==> config.mk <==
export PLATFORM = sky130hd
export DESIGN_NAME = rrb_param
export DESIGN_NICKNAME = d
export VERILOG_FILES = /design/src/rtl/rrb_pkg.sv /design/src/rtl/rrb_pick.sv /design/src/rtl/rrb_param.sv
export SDC_FILE = /design/constraint.sdc
export NUM_CORES = 1
export LEC_CHECK = 0
export CORE_AREA = 2 2 46 69
export CTS_BUF_LIST = sky130_fd_sc_hd__clkbuf_8 sky130_fd_sc_hd__clkbuf_16
export CTS_CLUSTER_SIZE = 20
export DETAILED_ROUTE_END_ITERATION = 10
export DIE_AREA = 0 0 48 71
export PLACE_DENSITY = 0.49
export SLEW_MARGIN = 20
export SYNTH_ARGS = -nofsm -noshare
export SYNTH_HDL_FRONTEND = slang
export SYNTH_SLANG_ARGS = --single-unit
==> constraint.sdc <==
create_clock -name clk_i -period 3.8 [get_ports clk_i]
set_input_delay 0.38 -clock clk_i [delete_from_list [all_inputs] [get_ports clk_i]]
set_output_delay 0.38 -clock clk_i [all_outputs]
set_load 0.03 [all_outputs]
==> src/rtl/rrb_pkg.sv <==
// rrb_pkg: shared types and sizing helpers for the parametrised round-robin arbiter
package rrb_pkg;

    typedef enum logic {IDLE, GRANT} state_t;

    localparam int MAX_N     = 32;
    localparam int IDX_MAX_W = 5;

    function automatic int idx_width(input int n);
        return (n > 1) ? $clog2(n) : 1;
    endfunction

    function automatic int cnt_width(input int m);
        return (m > 0) ? $clog2(m + 1) : 1;
    endfunction

    function automatic logic [IDX_MAX_W-1:0] onehot_to_idx(input logic [MAX_N-1:0] oh);
        logic [IDX_MAX_W-1:0] idx;
        idx = '0;
        for (int i = 0; i < MAX_N; i++)
            if (oh[i]) idx = idx | IDX_MAX_W'(i);
        return idx;
    endfunction

endpackage

==> src/rtl/rrb_pick.sv <==
// rrb_pick: rotating priority pick, first set request after the pointer wins
module rrb_pick
    import rrb_pkg::*;
#(
    parameter int N     = 4,
    parameter int IDX_W = idx_width(N)
) (
    input  logic [N-1:0]     req,
    input  logic [IDX_W-1:0] ptr,
    output logic [N-1:0]     pick,
    output logic             any
);

    logic [2*N-1:0] masked;

    // lower copy is cleared up to the pointer so the search starts at ptr+1 and wraps into the upper copy
    always_comb begin
        masked = {req, req};
        for (int i = 0; i < N; i++)
            if (i <= int'(ptr)) masked[i] = 1'b0;
        pick = '0;
        for (int i = 2*N-1; i >= 0; i--)
            if (masked[i]) begin
                pick = '0;
                pick[i % N] = 1'b1;
            end
    end

    assign any = |req;

endmodule

==> src/rtl/rrb_param.sv <==
// rrb_param: round-robin arbiter holding each grant until done, request drop or hold limit
module rrb_param
    import rrb_pkg::*;
#(
    parameter int N        = 4,
    parameter int MAX_HOLD = 16,
    parameter int GAP      = 1,
    parameter int IDX_W    = idx_width(N)
) (
    input  logic             clk_i,
    input  logic             rst_ni,
    input  logic [N-1:0]     req_i,
    input  logic             done_i,
    output logic [N-1:0]     grant_o,
    output logic             grant_valid_o,
    output logic [IDX_W-1:0] grant_idx_o,
    output logic             timeout_o
);

    localparam int CW = cnt_width(MAX_HOLD);
    localparam logic [CW-1:0] HOLD_MAX = CW'(MAX_HOLD);

    state_t           state;
    logic [IDX_W-1:0] ptr;
    logic [CW-1:0]    cnt;
    logic [N-1:0]     pick;
    logic             any;
    logic [MAX_N-1:0] pick_ext;
    logic [IDX_W-1:0] pick_idx;
    logic             rel_done;
    logic             rel_drop;
    logic             rel_hold;
    logic             rel;
    logic             take;

    rrb_pick #(.N(N), .IDX_W(IDX_W)) u_pick (
        .req  (req_i),
        .ptr  (ptr),
        .pick (pick),
        .any  (any)
    );

    // encode the pick and decide whether the current grant ends and whether a new one starts
    always_comb begin
        pick_ext = '0;
        pick_ext[N-1:0] = pick;
        pick_idx = IDX_W'(onehot_to_idx(pick_ext));
        rel_done = done_i;
        rel_drop = !req_i[grant_idx_o];
        rel_hold = (MAX_HOLD != 0) && (cnt == HOLD_MAX);
        rel = (state == GRANT) && (rel_done || rel_drop || rel_hold);
        take = any && ((state == IDLE) || (rel && GAP == 0));
    end

    // arbiter FSM with pointer, hold counter and registered outputs
    always_ff @(posedge clk_i or negedge rst_ni) begin
        if (!rst_ni) begin
            state         <= IDLE;
            ptr           <= IDX_W'(N - 1);
            cnt           <= '0;
            grant_o       <= '0;
            grant_valid_o <= 1'b0;
            grant_idx_o   <= '0;
            timeout_o     <= 1'b0;
        end else begin
            timeout_o <= rel && rel_hold && !rel_done && !rel_drop;
            if (take) begin
                state         <= GRANT;
                grant_o       <= pick;
                grant_valid_o <= 1'b1;
                grant_idx_o   <= pick_idx;
                ptr           <= pick_idx;
                cnt           <= CW'(1);
            end else if (rel) begin
                state         <= IDLE;
                grant_o       <= '0;
                grant_valid_o <= 1'b0;
            end else if (state == GRANT && MAX_HOLD != 0) begin
                cnt <= cnt + 1'b1;
            end
        end
    end

endmodule
# After elaboration in Yosys (flattened, before gate mapping)
# Index checks and enable logic that the tools add are counted.
# W data, S select, Z words.
dict set report classes {
  n_addsub 1
  multipliers 0
  div_mod_pow 0
  magnitude_cmp 4
  eq_ne 2
  n_shift 0
  muxes 22
  bitwise 1
  n_reduce_logical 13
}
# op count
set op_table {}
lappend op_table {{$mux W4} 9}
lappend op_table {{$mux W5} 3}
lappend op_table {{$mux W1} 7}
lappend op_table {{$add A5 B1 Y5 const B} 1}
lappend op_table {{$eq A5 B5 Y1 const B} 1}
lappend op_table {{$logic_and A1 B1 Y1} 5}
lappend op_table {{$le A2 B2 Y1 const A} 2}
lappend op_table {{$mux W2} 2}
lappend op_table {{$reduce_bool A2 Y1} 2}
lappend op_table {{$reduce_or A4 Y1} 1}
lappend op_table {{$lt A2 B3 Y1 const B} 1}
lappend op_table {{$bmux W1 S2} 1}
lappend op_table {{$le A1 B2 Y1 const A} 1}
lappend op_table {{$logic_not A1 Y1} 2}
lappend op_table {{$logic_or A1 B1 Y1} 2}
lappend op_table {{$ne A2 B1 Y1 const B} 1}
lappend op_table {{$reduce_and A2 Y1} 1}
lappend op_table {{$not A1 Y1} 1}
dict set report word_totals {
  ff_bits 15
  latch_bits 0
  mem_bits_rw 0
  mem_bits_ro 0
  inputBits 7
  elab_cells 49
  n_memories 0
}

# Longest topological paths before layout
dict set report logic_depth {
  depth_word 10
  mapped_depth 5
}

# Modules after synthesis
# Synthesis repeated with hierarchy kept, for this count alone.
dict set report unflattened {
  hier_cells 84
  hier_area_um2 844.6
}
# module instances cells_per_inst area_per_inst_um2 seq_area_each_um2
set by_module_without_submodules {}
lappend by_module_without_submodules {rrb_param 1 67 745.7 377.9}
lappend by_module_without_submodules {rrb_pick 1 17 98.8 0.0}

# Worst setup path after synthesis
# OpenSTA, ideal clock, no wires.
dict set report synth_path {
  kind {register to register}
  start {reg grant_idx_o[0]}
  end {reg cnt[3]}
  arrival_time_ns 1.580
  required_ns 3.721
  slack_ns 2.141
  stages_incl_launch_ff 5
  n_path_buf 0
  period_less_slack_ns 1.659
  cell_sequence {dfrtp_1 > mux4_2 > and3_4 > nand4_1 > mux2i_1}
}
dict set report synth_via {
  elab_chain_cells 8
}
# item line_no
set synth_rtl {}
lappend synth_rtl {{start, declared} rrb_param.sv:16} ;# output logic [IDX_W-1:0] grant_idx_o,
lappend synth_rtl {{start signal, assigned} rrb_param.sv:71} ;# grant_idx_o <= pick_idx;
lappend synth_rtl {{$bmux W1 S2} rrb_param.sv:49} ;# rel_drop = !req_i[grant_idx_o];
lappend synth_rtl {{$mux W1 (not written as such)} rrb_param.sv:49}
lappend synth_rtl {{$logic_not A1 Y1} rrb_param.sv:49}
lappend synth_rtl {{$logic_or A1 B1 Y1 (2 in series)} rrb_param.sv:51} ;# rel = (state == GRANT) && (rel_done || rel_drop || rel_hold);
lappend synth_rtl {{$logic_and A1 B1 Y1} rrb_param.sv:51}
lappend synth_rtl {{$ne A2 B1 Y1 (no line)} n/a}
lappend synth_rtl {{$reduce_and A2 Y1 (no line)} n/a}
lappend synth_rtl {{end signal, assigned} rrb_param.sv:79} ;# cnt <= cnt + 1'b1;
lappend synth_rtl {{end, declared} rrb_param.sv:25} ;# logic [CW-1:0] cnt;
# Every way passes these cells. The select of a mux whose other input is x is not followed.
# A chain may end at the register's enable or synchronous reset.

==> run_results.csv <==
group,metric,value,unit
finish,final_layout_size_suffix_gt1_share,12.5,%
synth,syn_inst,89,
critical_path,rr_worst_depth,4,
floorplan,fp.dieArea,3410,um2
clock_tree,cts_buffer_depth,2,
detailed_routing,wl_met1,828,um
sta,skew,3.62,ps
pwr,peakVddDrop,0.291,mV
pwr,power_density,736,nW/um2
placement,hpwl,1390,um
critical_path,endpoint_kind,"output port",
global_route,grt-ovfl-total,0,
critical_path,slowest_delay,750,ps
finish,nets,114,
finish,areaGrowthSynthToFinish,25.7,%
critical_path,crit_path_max_fanout,10,
sta,worst_pin_slew,656,ps
placement,dp_slack,1680,ps
clock_tree,insertion_delay,250,ps
synth,seq_area_frac_synth,44.2,%
flow_run,drv_cap,0,
detailed_routing,drtIter0Drc,17,
critical_path,r2r-end,"cnt[0]$_DFFE_PN0P_",
synth,syn_area_per_cell,9.62,um2
finish,final_cell_area,1080,um2
global_route,grt_max_degree,16,
sta,drv_slew,0,
sta,fin_crit,1950,ps
finish,num_antenna_cells,0,
global_route,grt_usage,12.8,%
synth,yosysUniqueCellTypes,35,
clock_tree,cts_max_level,1,
floorplan,placementRows,24,
placement,place.gp.congestion,0.760,
clock_tree,cts_setup_buffers,0,
synth,ys_ff_latch,15,
critical_path,crit_path_cell_trace,"clkdlybuf4s50_1",
worst_hold_path,min_from,"cnt[4]$_DFFE_PN0P_",
clock_tree,cts_tree,"yes",
worst_hold_path,hold_class,"reg2reg",
critical_path,arrival,1570,ps
sta,timing.final.crit_share,51.2,%
sta,holdWs,483,ps
synth,syn-num-nets,98,
detailed_routing,ant_nets,0,
critical_path,r2r_slack,2240,ps
detailed_routing,avgRoutedWirePerCell,13.1,um
critical_path,slowest_stage,"clkdlybuf4s50_1",
critical_path,cp.required,3420,ps
detailed_routing,top_layer,"met4",
detailed_routing,drc,0,
finish,final_common_cell,"clkdlybuf4s50_1",
detailed_routing,drtPass1Iterations,4,
clock_tree,cts_root_buffer,"clkbuf_8",
critical_path,path_class,"reg2out",
floorplan,io-pin-count,15,
clock_tree,cts_buffers,3,
critical_path,cp.buffers_inverters,1,
clock_tree,cts_sinks,15,
sta,setup_violations,0,
detailed_routing,routed_via_density,4.90,
global_route,first_global_vias,678,
finish,final_cell_mix,"14 x clkdlybuf4s50_1, 13 x dfrtp_1, 8 x nand2_1",
detailed_routing,routed_wirelength,1870,um
placement,placed_area,1030,um2
critical_path,reg2reg_from,"grant_idx_o[0]$_DFFE_PN0P_",
worst_hold_path,min_to,"cnt[4]$_DFFE_PN0P_",
clock_tree,cts_resized,0,
sta,fin_ws,1850,ps
finish,fillers,289,
global_route,antenna_found_initial,0,
floorplan,die_y,71,um
worst_hold_path,min_path_cells,1,
sta,rsz0062_at_grt,"no",
outcome,status,"complete, no violations",
floorplan,die_x,48,um
critical_path,crit_family,"buffers and inverters",
placement,place.port_buffers,14,
synth,ys_warn_count,0,
sta,final-hold-violation-count,0,
sta,setup_tns,0,ps
clock_tree,path_clk_slew,70,ps
finish,utilization,37.7,%
synth,netlist_area,856,um2
clock_tree,holdBufCountCts,0,
sta,slew_headroom,56.1,%
critical_path,cp-start-kind,"register",
detailed_routing,met3_length,80,um
detailed_routing,vias,700,
floorplan,start_util,30.0,%
global_route,grt_pass1_wl,3150,um
sta,fmaxAchievable,513,MHz
floorplan,coreArea,2850,um2
detailed_routing,wl_met2,921,um
pwr,leakage,0.466,nW
==> routing by layer <==
| layer | up-vias | track usage, % |
|---|---|---|
| met4 | 0 | 6.31 |
| li1 | 346 | - |
| met2 | 19 | 19.4 |
| met1 | 330 | 17.1 |
| met5 | - | 0 |
| met3 | 5 | 1.53 |
==> cell type report <==
cell class              instances  area, um2  share of cell area (%)
clock buffers                   3       41.3                    3.84
clock inverters                 1       5.00                   0.465
inverters                       8       30.0                    2.79
multi-input cells              63        433                    40.2
flip-flops and latches         15        378                    35.1
well taps                      39       48.8                    4.53
repair buffers                 14        140                    13.0
==> cell families (layout without fill, tap and decap cells) <==
logic type | count (synthesis) | after routing | share of synthesized area (%)
buffers and inverters | 11 | 26 | 5.26
AOI/OAI and AO/OA | 25 | 25 | 20.2
muxes | 4 | 4 | 6.14
adders and majority gates | 2 | 2 | 2.92
DFF | 15 | 15 | 44.2
and+or+nand+nor | 32 | 32 | 21.3
==> state kept, by name, summed over array words and instances (netlist names) <==
register and flops:
cnt 5, grant_idx_o 2, grant_o 4, ptr 2
state 1, timeout_o 1
==> per-stage QoR <==
stage / instances / total power [W]
floorplan: 89 / 0.000540
global placement: 139 / 0.000661
detailed placement: 139 / 0.000664
CTS: 143 / 0.000800
global route: 143 / 0.000851
finish: 143 / 0.000792
==> how the worst max path moves through the flow <==
stage / endpoint / depth (start not counted) / slack, ps / startpoint
CTS: grant_valid_o / 1 / 1850 / state$_DFFE_PN0P_
finish: grant_valid_o / 1 / 1850 / state$_DFFE_PN0P_
floorplan: cnt[3]$_DFFE_PN0P_ / 4 / 2140 / grant_idx_o[0]$_DFFE_PN0P_
global placement: cnt[1]$_DFFE_PN0P_ / 5 / 1700 / req_i[3]
detailed placement: cnt[1]$_DFFE_PN0P_ / 5 / 1680 / req_i[3]
global route: grant_valid_o / 1 / 1820 / state$_DFFE_PN0P_
==> synthesized netlist by cell type (all sizes together) <==
cell / count / area (um2)
ha: 2 / 25.0
a2111oi: 1 / 15.0
dfstp: 2 / 52.6
a21oi: 6 / 30.0
nor4: 1 / 6.26
a21o: 3 / 22.5
mux4: 1 / 22.5
and3b: 1 / 8.76
a22oi: 1 / 7.51
mux2i: 3 / 30.0
a31oi: 2 / 18.8
o22ai: 1 / 6.26
nor2: 6 / 22.5
and3: 1 / 11.3
o21ai: 4 / 20.0
o21a: 1 / 7.51
or3b: 1 / 8.76
a21boi: 2 / 15.0
nand3: 3 / 15.0
dfrtp: 13 / 325
nand2: 9 / 36.3
o211ai: 2 / 15.0
nand4: 2 / 12.5
inv: 8 / 30.0
buf: 3 / 15.0
nand4b: 1 / 8.76
nand2b: 1 / 6.26
nor3b: 3 / 27.5
nor2b: 3 / 18.8
a211oi: 2 / 15.0
==> report_power, final <==
group / leakage, nW / switching (W) / internal (W) / total (W)
Combinational: 0.252 / 0.000205 / 0.000157 / 0.000362
Clock: 0.0255 / 0.0000606 / 0.0000727 / 0.000133
Sequential: 0.189 / 0.0000751 / 0.000222 / 0.000297
Total: 0.466 / 0.000341 / 0.000451 / 0.000792
Note: power is estimated with default switching activity, not from simulation.
